==> config.mk <==
export PLATFORM = sky130hd
export DESIGN_NAME = uart_tx_fifo
export DESIGN_NICKNAME = d
export VERILOG_FILES = /design/src/rtl/uart_tx_fifo.sv
export SDC_FILE = /design/constraint.sdc
export NUM_CORES = 1
export LEC_CHECK = 0
export CAP_MARGIN = 20
export CORE_MARGIN = 5
export CORE_UTILIZATION = 55
export DETAILED_ROUTE_END_ITERATION = 10
export MAX_ROUTING_LAYER = met4
export PLACE_DENSITY = 0.78
export SLEW_MARGIN = 20
export SYNTH_ARGS = -nofsm -noshare
export SYNTH_HDL_FRONTEND = slang
export SYNTH_SLANG_ARGS = --single-unit
==> constraint.sdc <==
create_clock -name sysclk_in -period 8.04 [get_ports sysclk_in]
set_clock_uncertainty 0.05 [all_clocks]
set_input_delay 0.804 -clock sysclk_in [delete_from_list [all_inputs] [get_ports sysclk_in]]
set_output_delay 0.804 -clock sysclk_in [all_outputs]
set_load 0.02 [all_outputs]
==> src/rtl/uart_tx_fifo.sv <==
// uart_tx_fifo: UART transmitter with a write FIFO in front of the serialiser.
//
// Frames are start bit (0), DATA_BITS payload bits LSB first, an optional parity
// bit and one or two stop bits (1). Every bit lasts OVERSAMPLING baudpulse_in
// ticks. Frames are sent back-to-back while the FIFO holds data. The parity mode
// and stop-bit count are sampled at each frame start.
//
// Optional feature (macro UART_TX_CTS_EN): adds cts_n_in, an active-low
// clear-to-send input through a 2-flop synchroniser. It gates frame starts only;
// a frame already in progress always completes.
//
// Ports:
//   sysclk_in       system clock, rising edge
//   rst_in          asynchronous active-high reset
//   baudpulse_in    one-cycle oversampling tick
//   wr_valid_in     write request
//   wr_data_in      write data (DATA_BITS)
//   wr_ready_out    FIFO not full (registered)
//   parity_mode_in  00 none, 01 even, 10 odd, 11 none
//   stop2_in        0 = one stop bit, 1 = two stop bits
//   cts_n_in        clear-to-send, active low (UART_TX_CTS_EN only)
//   tx_serial_out   serial line, idles high
//   tx_busy_out     frame activity, stays high across back-to-back frames
//   tx_done_out     one-cycle pulse at the end of each frame
//   fifo_count_out  FIFO occupancy
module uart_tx_fifo #(
    parameter int unsigned DATA_BITS    = 8,
    parameter int unsigned OVERSAMPLING = 8,
    parameter int unsigned FIFO_DEPTH   = 16
) (
    input  logic                          sysclk_in,
    input  logic                          rst_in,
    input  logic                          baudpulse_in,
    input  logic                          wr_valid_in,
    input  logic [DATA_BITS-1:0]          wr_data_in,
    output logic                          wr_ready_out,
    input  logic [1:0]                    parity_mode_in,
    input  logic                          stop2_in,
`ifdef UART_TX_CTS_EN
    input  logic                          cts_n_in,
`endif
    output logic                          tx_serial_out,
    output logic                          tx_busy_out,
    output logic                          tx_done_out,
    output logic [$clog2(FIFO_DEPTH):0]   fifo_count_out
);

    localparam int unsigned PTR_W  = $clog2(FIFO_DEPTH);
    localparam int unsigned CNT_W  = PTR_W + 1;
    localparam int unsigned TICK_W = $clog2(OVERSAMPLING);
    localparam int unsigned BIT_W  = $clog2(DATA_BITS);

    localparam logic [TICK_W-1:0] TICK_LAST  = TICK_W'(OVERSAMPLING - 1);
    localparam logic [BIT_W-1:0]  BIT_LAST   = BIT_W'(DATA_BITS - 1);
    localparam logic [CNT_W-1:0]  COUNT_FULL = CNT_W'(FIFO_DEPTH);

    typedef enum logic [2:0] {
        StIdle,
        StStart,
        StData,
        StParity,
        StStop
    } state_e;

    // ---------------------------------------------------------------- FIFO
    logic [DATA_BITS-1:0] mem_q [FIFO_DEPTH];
    logic [PTR_W-1:0]     wr_ptr_q, rd_ptr_q;
    logic [CNT_W-1:0]     count_q, count_d;
    logic                 ready_q;
    logic                 push, pop;
    logic [DATA_BITS-1:0] head;

    // ready_q is low whenever the FIFO is full, so a pop in the same cycle
    // never lets a write through.
    assign push = wr_valid_in & ready_q;
    assign head = mem_q[rd_ptr_q];

    always_comb begin
        count_d = count_q;
        if (push && !pop) begin
            count_d = count_q + CNT_W'(1);
        end else if (pop && !push) begin
            count_d = count_q - CNT_W'(1);
        end
    end

    always_ff @(posedge sysclk_in) begin
        if (push) begin
            mem_q[wr_ptr_q] <= wr_data_in;
        end
    end

    always_ff @(posedge sysclk_in or posedge rst_in) begin
        if (rst_in) begin
            wr_ptr_q <= '0;
            rd_ptr_q <= '0;
            count_q  <= '0;
            ready_q  <= 1'b1;
        end else begin
            if (push) begin
                wr_ptr_q <= wr_ptr_q + PTR_W'(1);
            end
            if (pop) begin
                rd_ptr_q <= rd_ptr_q + PTR_W'(1);
            end
            count_q <= count_d;
            ready_q <= (count_d != COUNT_FULL);
        end
    end

    // ---------------------------------------------------------------- CTS
    logic cts_ok;

`ifdef UART_TX_CTS_EN
    logic [1:0] cts_sync_q;

    // Resets to "not clear" so nothing starts until CTS is seen low.
    always_ff @(posedge sysclk_in or posedge rst_in) begin
        if (rst_in) begin
            cts_sync_q <= 2'b11;
        end else begin
            cts_sync_q <= {cts_sync_q[0], cts_n_in};
        end
    end

    assign cts_ok = ~cts_sync_q[1];
`else
    assign cts_ok = 1'b1;
`endif

    // ---------------------------------------------------------------- FSM
    state_e               state_q, state_d;
    logic [TICK_W-1:0]    tick_q, tick_d;
    logic [BIT_W-1:0]     bit_q, bit_d;
    logic                 stop_second_q, stop_second_d;
    logic [DATA_BITS-1:0] shift_q, shift_d;
    logic                 par_en_q, par_en_d;
    logic                 par_bit_q, par_bit_d;
    logic                 stop2_q, stop2_d;
    logic                 tx_q, tx_d;
    logic                 busy_q, busy_d;
    logic                 done_q, done_d;
    logic                 tick_end;
    logic                 can_start;
    logic                 start_frame;

    assign tick_end  = baudpulse_in && (tick_q == TICK_LAST);
    assign can_start = (count_q != '0) && cts_ok;

    always_comb begin
        state_d       = state_q;
        tick_d        = tick_q;
        bit_d         = bit_q;
        stop_second_d = stop_second_q;
        shift_d       = shift_q;
        par_en_d      = par_en_q;
        par_bit_d     = par_bit_q;
        stop2_d       = stop2_q;
        tx_d          = tx_q;
        busy_d        = busy_q;
        done_d        = 1'b0;
        pop           = 1'b0;
        start_frame   = 1'b0;

        if (state_q != StIdle && baudpulse_in) begin
            tick_d = tick_end ? '0 : tick_q + TICK_W'(1);
        end

        unique case (state_q)
            StIdle: begin
                if (baudpulse_in && can_start) begin
                    start_frame = 1'b1;
                end
            end
            StStart: begin
                if (tick_end) begin
                    state_d = StData;
                    bit_d   = '0;
                    tx_d    = shift_q[0];
                end
            end
            StData: begin
                if (tick_end) begin
                    if (bit_q == BIT_LAST) begin
                        stop_second_d = 1'b0;
                        if (par_en_q) begin
                            state_d = StParity;
                            tx_d    = par_bit_q;
                        end else begin
                            state_d = StStop;
                            tx_d    = 1'b1;
                        end
                    end else begin
                        bit_d   = bit_q + BIT_W'(1);
                        shift_d = shift_q >> 1;
                        tx_d    = shift_q[1];
                    end
                end
            end
            StParity: begin
                if (tick_end) begin
                    state_d = StStop;
                    tx_d    = 1'b1;
                end
            end
            StStop: begin
                if (tick_end) begin
                    if (stop2_q && !stop_second_q) begin
                        stop_second_d = 1'b1;
                    end else begin
                        done_d = 1'b1;
                        if (can_start) begin
                            start_frame = 1'b1;
                        end else begin
                            state_d = StIdle;
                            busy_d  = 1'b0;
                        end
                    end
                end
            end
            default: begin
                state_d = StIdle;
            end
        endcase

        // Frame start: pop the head word and latch this frame's configuration.
        if (start_frame) begin
            pop       = 1'b1;
            state_d   = StStart;
            tick_d    = '0;
            shift_d   = head;
            par_en_d  = (parity_mode_in == 2'b01) || (parity_mode_in == 2'b10);
            par_bit_d = (^head) ^ (parity_mode_in == 2'b10);
            stop2_d   = stop2_in;
            tx_d      = 1'b0;
            busy_d    = 1'b1;
        end
    end

    always_ff @(posedge sysclk_in or posedge rst_in) begin
        if (rst_in) begin
            state_q       <= StIdle;
            tick_q        <= '0;
            bit_q         <= '0;
            stop_second_q <= 1'b0;
            shift_q       <= '0;
            par_en_q      <= 1'b0;
            par_bit_q     <= 1'b0;
            stop2_q       <= 1'b0;
            tx_q          <= 1'b1;
            busy_q        <= 1'b0;
            done_q        <= 1'b0;
        end else begin
            state_q       <= state_d;
            tick_q        <= tick_d;
            bit_q         <= bit_d;
            stop_second_q <= stop_second_d;
            shift_q       <= shift_d;
            par_en_q      <= par_en_d;
            par_bit_q     <= par_bit_d;
            stop2_q       <= stop2_d;
            tx_q          <= tx_d;
            busy_q        <= busy_d;
            done_q        <= done_d;
        end
    end

    assign tx_serial_out  = tx_q;
    assign tx_busy_out    = busy_q;
    assign tx_done_out    = done_q;
    assign wr_ready_out   = ready_q;
    assign fifo_count_out = count_q;

endmodule

Word level (Yosys, flattened, before mapping)
Memories as Yosys holds them, arrays and structs flattened.
Cells that the tools add are included.
{"block": "word_totals", "memories": 1, "word_cells": 128, "in_bits": 15, "latchBits": 0, "mem_bits_rw": 128, "register_bits": 38, "mem_bits_ro": 0, "out_inout_bits": 9}
{"memory": "mem_q", "words": 16, "width": 8, "rd": 1, "rd_ports_with_merged_regs": 0, "write_ports": 1, "line_no": "66", "text": "logic [DATA_BITS-1:0] mem_q [FIFO_DEPTH];"}
{"block": "classes", "reduce_logical": 27, "n_mul": 0, "shifts": 0, "addsub": 6, "div_mod_pow": 0, "mux": 51, "n_lt_le_gt_ge": 0, "bitwise_logic": 2, "n_eq_ne": 26}
{"op": "3-bit 2-to-1 mux", "count": 15}
{"op": "8-bit 2-to-1 mux", "count": 4}
{"op": "1-bit 2-to-1 mux", "count": 25}
{"op": "3-bit inequality test, second input constant", "count": 7}
{"op": "2-bit inequality test, second input constant", "count": 9}
{"op": "3-bit one-hot mux with 5 select lines", "count": 1}
{"op": "4-bit AND reduction", "count": 3}
{"op": "2-bit nonzero test", "count": 6}
{"op": "5-bit 2-to-1 mux", "count": 2}
{"op": "3-bit == test, second input constant", "count": 3}
{"op": "4-bit by 1-bit adder with 4-bit output, second input constant", "count": 2}
{"op": "8-bit AND reduction", "count": 1}
{"op": "8-bit XOR reduction", "count": 1}
{"op": "3-bit by 1-bit adder with 3-bit output, second input constant", "count": 2}
{"op": "3-bit by 2-bit == test with 1-bit output, second input constant", "count": 2}
{"op": "1-bit logical AND", "count": 6}
{"op": "3-bit one-hot mux with 2 select lines", "count": 1}
{"op": "5-bit by 1-bit adder with 5-bit output, second input constant", "count": 1}
{"op": "5-bit inequality test, second input constant", "count": 1}
{"op": "5-bit AND reduction", "count": 1}
{"op": "5-bit nonzero test", "count": 1}
{"op": "5-bit by 1-bit subtractor with 5-bit output, second input constant", "count": 1}
{"op": "1-bit one-hot mux with 2 select lines", "count": 2}
{"op": "4-bit nonzero test", "count": 1}
{"op": "12 further kinds", "count": 14}

Longest topological paths before layout
{"block": "logic_depth", "depth_word": 10, "ltp_mapped": 9, "ltp_nobuf": 8}

Worst setup path before layout
OpenSTA, ideal clock, no wires.
{"block": "synth_timing", "path_kind": "register to register", "from": "register rd_ptr_q[0]", "to": "register par_bit_q", "path_stages_with_launch": 9, "setup_slack_ns": 5.431, "setup_time_ns": 0.125, "path_buffers": 2, "period_less_slack_ns": 2.609, "arrival_time_ns": 2.434, "t_required_ns": 7.865, "path_cell_list": "dfrtp_1 buf_6 buf_6 mux4_2 mux4_2 xor2_1 xnor2_1 xnor3_1 mux2_4"}
{"block": "synth_via", "elab_chain_cells": 3}
{"element": "start, declared", "line_no": "67", "text": "logic [PTR_W-1:0] wr_ptr_q, rd_ptr_q;"}
{"element": "start signal, assigned", "line_no": "104", "text": "rd_ptr_q <= rd_ptr_q + PTR_W'(1);"}
{"element": "memory 16 x 8 bit"}
{"element": "8-bit XOR reduction", "line_no": "233", "text": "par_bit_d = (^head) ^ (parity_mode_in == 2'b10);"}
{"element": "1-bit bitwise XOR", "line_no": "233"}
{"element": "end signal, assigned", "line_no": "260", "text": "par_bit_q <= par_bit_d;"}
{"element": "end, declared", "line_no": "138", "text": "logic par_bit_q, par_bit_d;"}
Every way passes these cells.
A chain may end at the register's enable or synchronous reset.

Final worst setup path
Same ends and word-level chain as after synthesis.

==> flow_summary_export.csv <==
group,metric,value,unit
synthesis,synthDistinctLibCells,51,
setup_path,path_class,"reg -> reg",
final_layout,design_area,7984,µm²
clocking,clock-sinks,166,
setup_path,worstPathMaxFanout,35,
sta,max_freq,321.7,MHz
setup_path,startpoint,"rd_ptr_q[0]",
pwr,max-vdd-ir-drop,0.2075,mV
routing,post_drt_via_cell_ratio,5.903,
global_route,grt_max_degree,39,
sta,relSlewSlack,0.4378,
placed_design,place_area,7393,µm²
placed_design,gp_congestion,0.8640,
clocking,post_cts_buffers,0,
clocking,htree_levels,4,
setup_path,crit_path_end,"par_bit_q",
routing,routedWlPerCell,22.05,µm
global_route,grt_pass1_wl,21660,µm
placed_design,io_buffers,23,
clocking,cts.path.max_buffers,2,
clocking,worstSkewPairLatency,0.42,ns
placed_design,place_ws,4.628,ns
final_layout,nets,476,
floorplanning,die_h,123.1,µm
setup_path,crit_chain,"mux4_2 -> mux4_2 -> xor2_1 -> xnor2_1 -> xnor3_1 -> mux2_4",
synthesis,synth_top_cell_area_share,0.5468,
setup_path,required,8.30,ns
pwr,pwr-share-seq,0.421,
pwr,p_sw_frac,0.3076,
status,status,"finished clean",
synthesis,async_flop_share,0.2289,
setup_path,cpMostUsedCell,"mux4_2",
clocking,clk_pin_slew,0.06,ns
setup_path,start_kind,"flip-flop",
synthesis,synthCells,420,
synthesis,ys_warn_count,0,
setup_path,r2r_cells,6,
global_route,grt_use_total,0.2060,
setup_path,r2r_slack,4.93,ns
synthesis,synth-main-ff-cell,"edfxtp_1",
placed_design,hpwl,8490,µm
synthesis,syn-num-nets,448,
synthesis,synth-seq-area-share,0.6824,
clocking,cts_tree,"built",
setup_path,reg2reg_to,"par_bit_q",
setup_path,slowest_delay,0.86,ns
floorplanning,design.die.area,15140,µm²
clocking,post_cts_resize_count,0,
sta,tightestPinTransition,0.8433,ns
pwr,power_density,369.0,nW/µm²
synthesis,avgSynthCellArea,16.74,µm²
sta,drv_slew,0,
final_layout,fin_cells,632,
setup_path,regToRegStartpoint,"rd_ptr_q[0]",
floorplanning,ios,24,
synthesis,synthTopCellsByCount,"edfxtp_1 (128), nand2_1 (37), dfrtp_1 (36)",
routing,finalWirelength,13940,µm
sta,setup_viol,0,
final_layout,drive_gt1_frac,0.1522,
pwr,p_switching,906.2,µW
floorplanning,core,12570,µm²
final_layout,fill_cells,863,
synthesis,synth.most_common_cell,"edfxtp_1",
routing,vias,3731,
sta,fin_crit,3.109,ns
setup_path,worst_setup_path_end_kind,"flip-flop",
clocking,cts-root-buf,"clkbuf_16",
floorplanning,initial_core_util,0.5593,
floorplanning,dieWidth,123.1,µm
hold_path,min_path_type,"reg -> reg",
placed_design,dpl.cell_count,601,
pwr,p_comb_frac,0.304,
synthesis,synth_seq_cells,166,
routing,drc,0,
setup_path,crit_slowest_cell,"dfrtp_4",
clocking,cts_hold_buf,0,
synthesis,syn_area,7029,µm²
global_route,grt.overflow.total,0,
sta,finalWorstSetupSlack,4.931,ns
sta,min_period_over_period,0.3867,
pwr,fin_total_pwr,2946,µW
synthesis,synth_edf_count,128,
clocking,cts_buffers,17,
final_layout,antennaDiodeCount,0,
sta,rsz0062_at_grt,"no",
floorplanning,num_rows,41,
routing,drtAntennaViolNets,0,
sta,setup_tns,0,ns
routing,drt_iter0_markers,499,
pwr,p_clk_frac,0.275,
final_layout,syn2layout_area_growth,13.58,%
pwr,p_int,2039,µW
sta,hold_viol,0,
pwr,power_leakage,0.002831,µW
synthesis,synth.top_cells.by_area,"edfxtp_1 (55%), dfrtp_1 (13%), mux4_2 (11%)",
synthesis,synth.largest_area_cell,"edfxtp_1",
global_route,antenna_found_initial,0,
routing,first_pass_iters,6,
run,drv_cap,0,
setup_path,critPathArrivalTime,3.36,ns
global_route,first_global_vias,3845,
==> flip-flops by register name (all words and copies together), names as in the netlist <==
name / cells
stop_second_q: 1
par_bit_q: 1
tx_serial_out: 1
tx_done_out: 1
wr_ptr_q: 4
bit_q: 3
stop2_q: 1
wr_ready_out: 1
par_en_q: 1
rd_ptr_q: 4
tick_q: 3
mem_q: 128
state_q: 3
shift_q: 8
fifo_count_out: 5
tx_busy_out: 1
==> how the worst min path moves through the flow <==
stage,startpoint,endpoint,slack [ns],cells past startpoint
floorplan,bit_q[1],bit_q[1],0.40,2
global placement,bit_q[1],bit_q[1],0.42,2
detailed placement,bit_q[2],bit_q[2],0.45,2
CTS,bit_q[2],bit_q[2],0.46,2
global route,shift_q[4],shift_q[3],0.47,1
finish,bit_q[2],bit_q[2],0.45,2
==> worst max-delay path, delay by kind of cell, from the launching register on <==
| family | cells | cell delay, ns |
|---|---|---|
| flops | 1 | 0.86 |
| mux | 3 | 1.40 |
| xor+xnor | 3 | 0.67 |
==> metrics by stage <==
step | utilization | hold WS, ns
finish | 0.6352 | 0.4534
floorplan | - | 0.4038
global placement | 0.5883 | 0.4192
CTS | 0.6350 | 0.4593
detailed placement | 0.5883 | 0.4457
global route | 0.6352 | 0.4705
==> cells by family after synthesis <==
group | synth area share
buf+inv | 0.01869
fa+ha+maj | 0.02314
xor+xnor | 0.02474
simple gates | 0.08010
mux | 0.1308
flops | 0.6824
compound gates | 0.04005
==> power groups by stage <==
stage	sequential (µW)	combinational (µW)	clock, µW
floorplan	1160	766	0
global placement	1240	851	0
detailed placement	1250	892	0
CTS	1240	897	818
global route	1270	962	868
finish	1240	894	810
==> routing by layer <==
layer / vias up / GRT usage / wire [µm]
li1: 1678 / - / -
met1: 1913 / 0.2677 / 5961
met2: 120 / 0.3222 / 7031
met3: 20 / 0.05261 / 748
met4: 0 / 0.06920 / 193
met5: - / - / 0
==> cell type report <==
class	instances	area (µm²)	share of cell area
flip-flops and latches	166	4801	0.6013
multi-input cells	230	2101	0.2631
clock buffers	20	436.7	0.05469
repair buffers	26	252.7	0.03166
well taps	172	215.2	0.02695
clock inverters	11	151.4	0.01896
inverters	7	26.28	0.003291
==> placed cells by master, fill, tap and decap left out, types with 6 or more instances in the layout <==
cell and count:
edfxtp_1 128, nand2_1 37, dfrtp_1 35, mux4_2 33, clkdlybuf4s50_1 23, nor2_1 18
clkbuf_16 17, and2_1 14, ha_1 13, nand3_1 11, a21oi_1 9, o21ai_0 8
o21ai_1 7, inv_1 7, xnor2_1 7, mux2i_1 6, and3_1 6
Power figures use the tool's default switching activity.
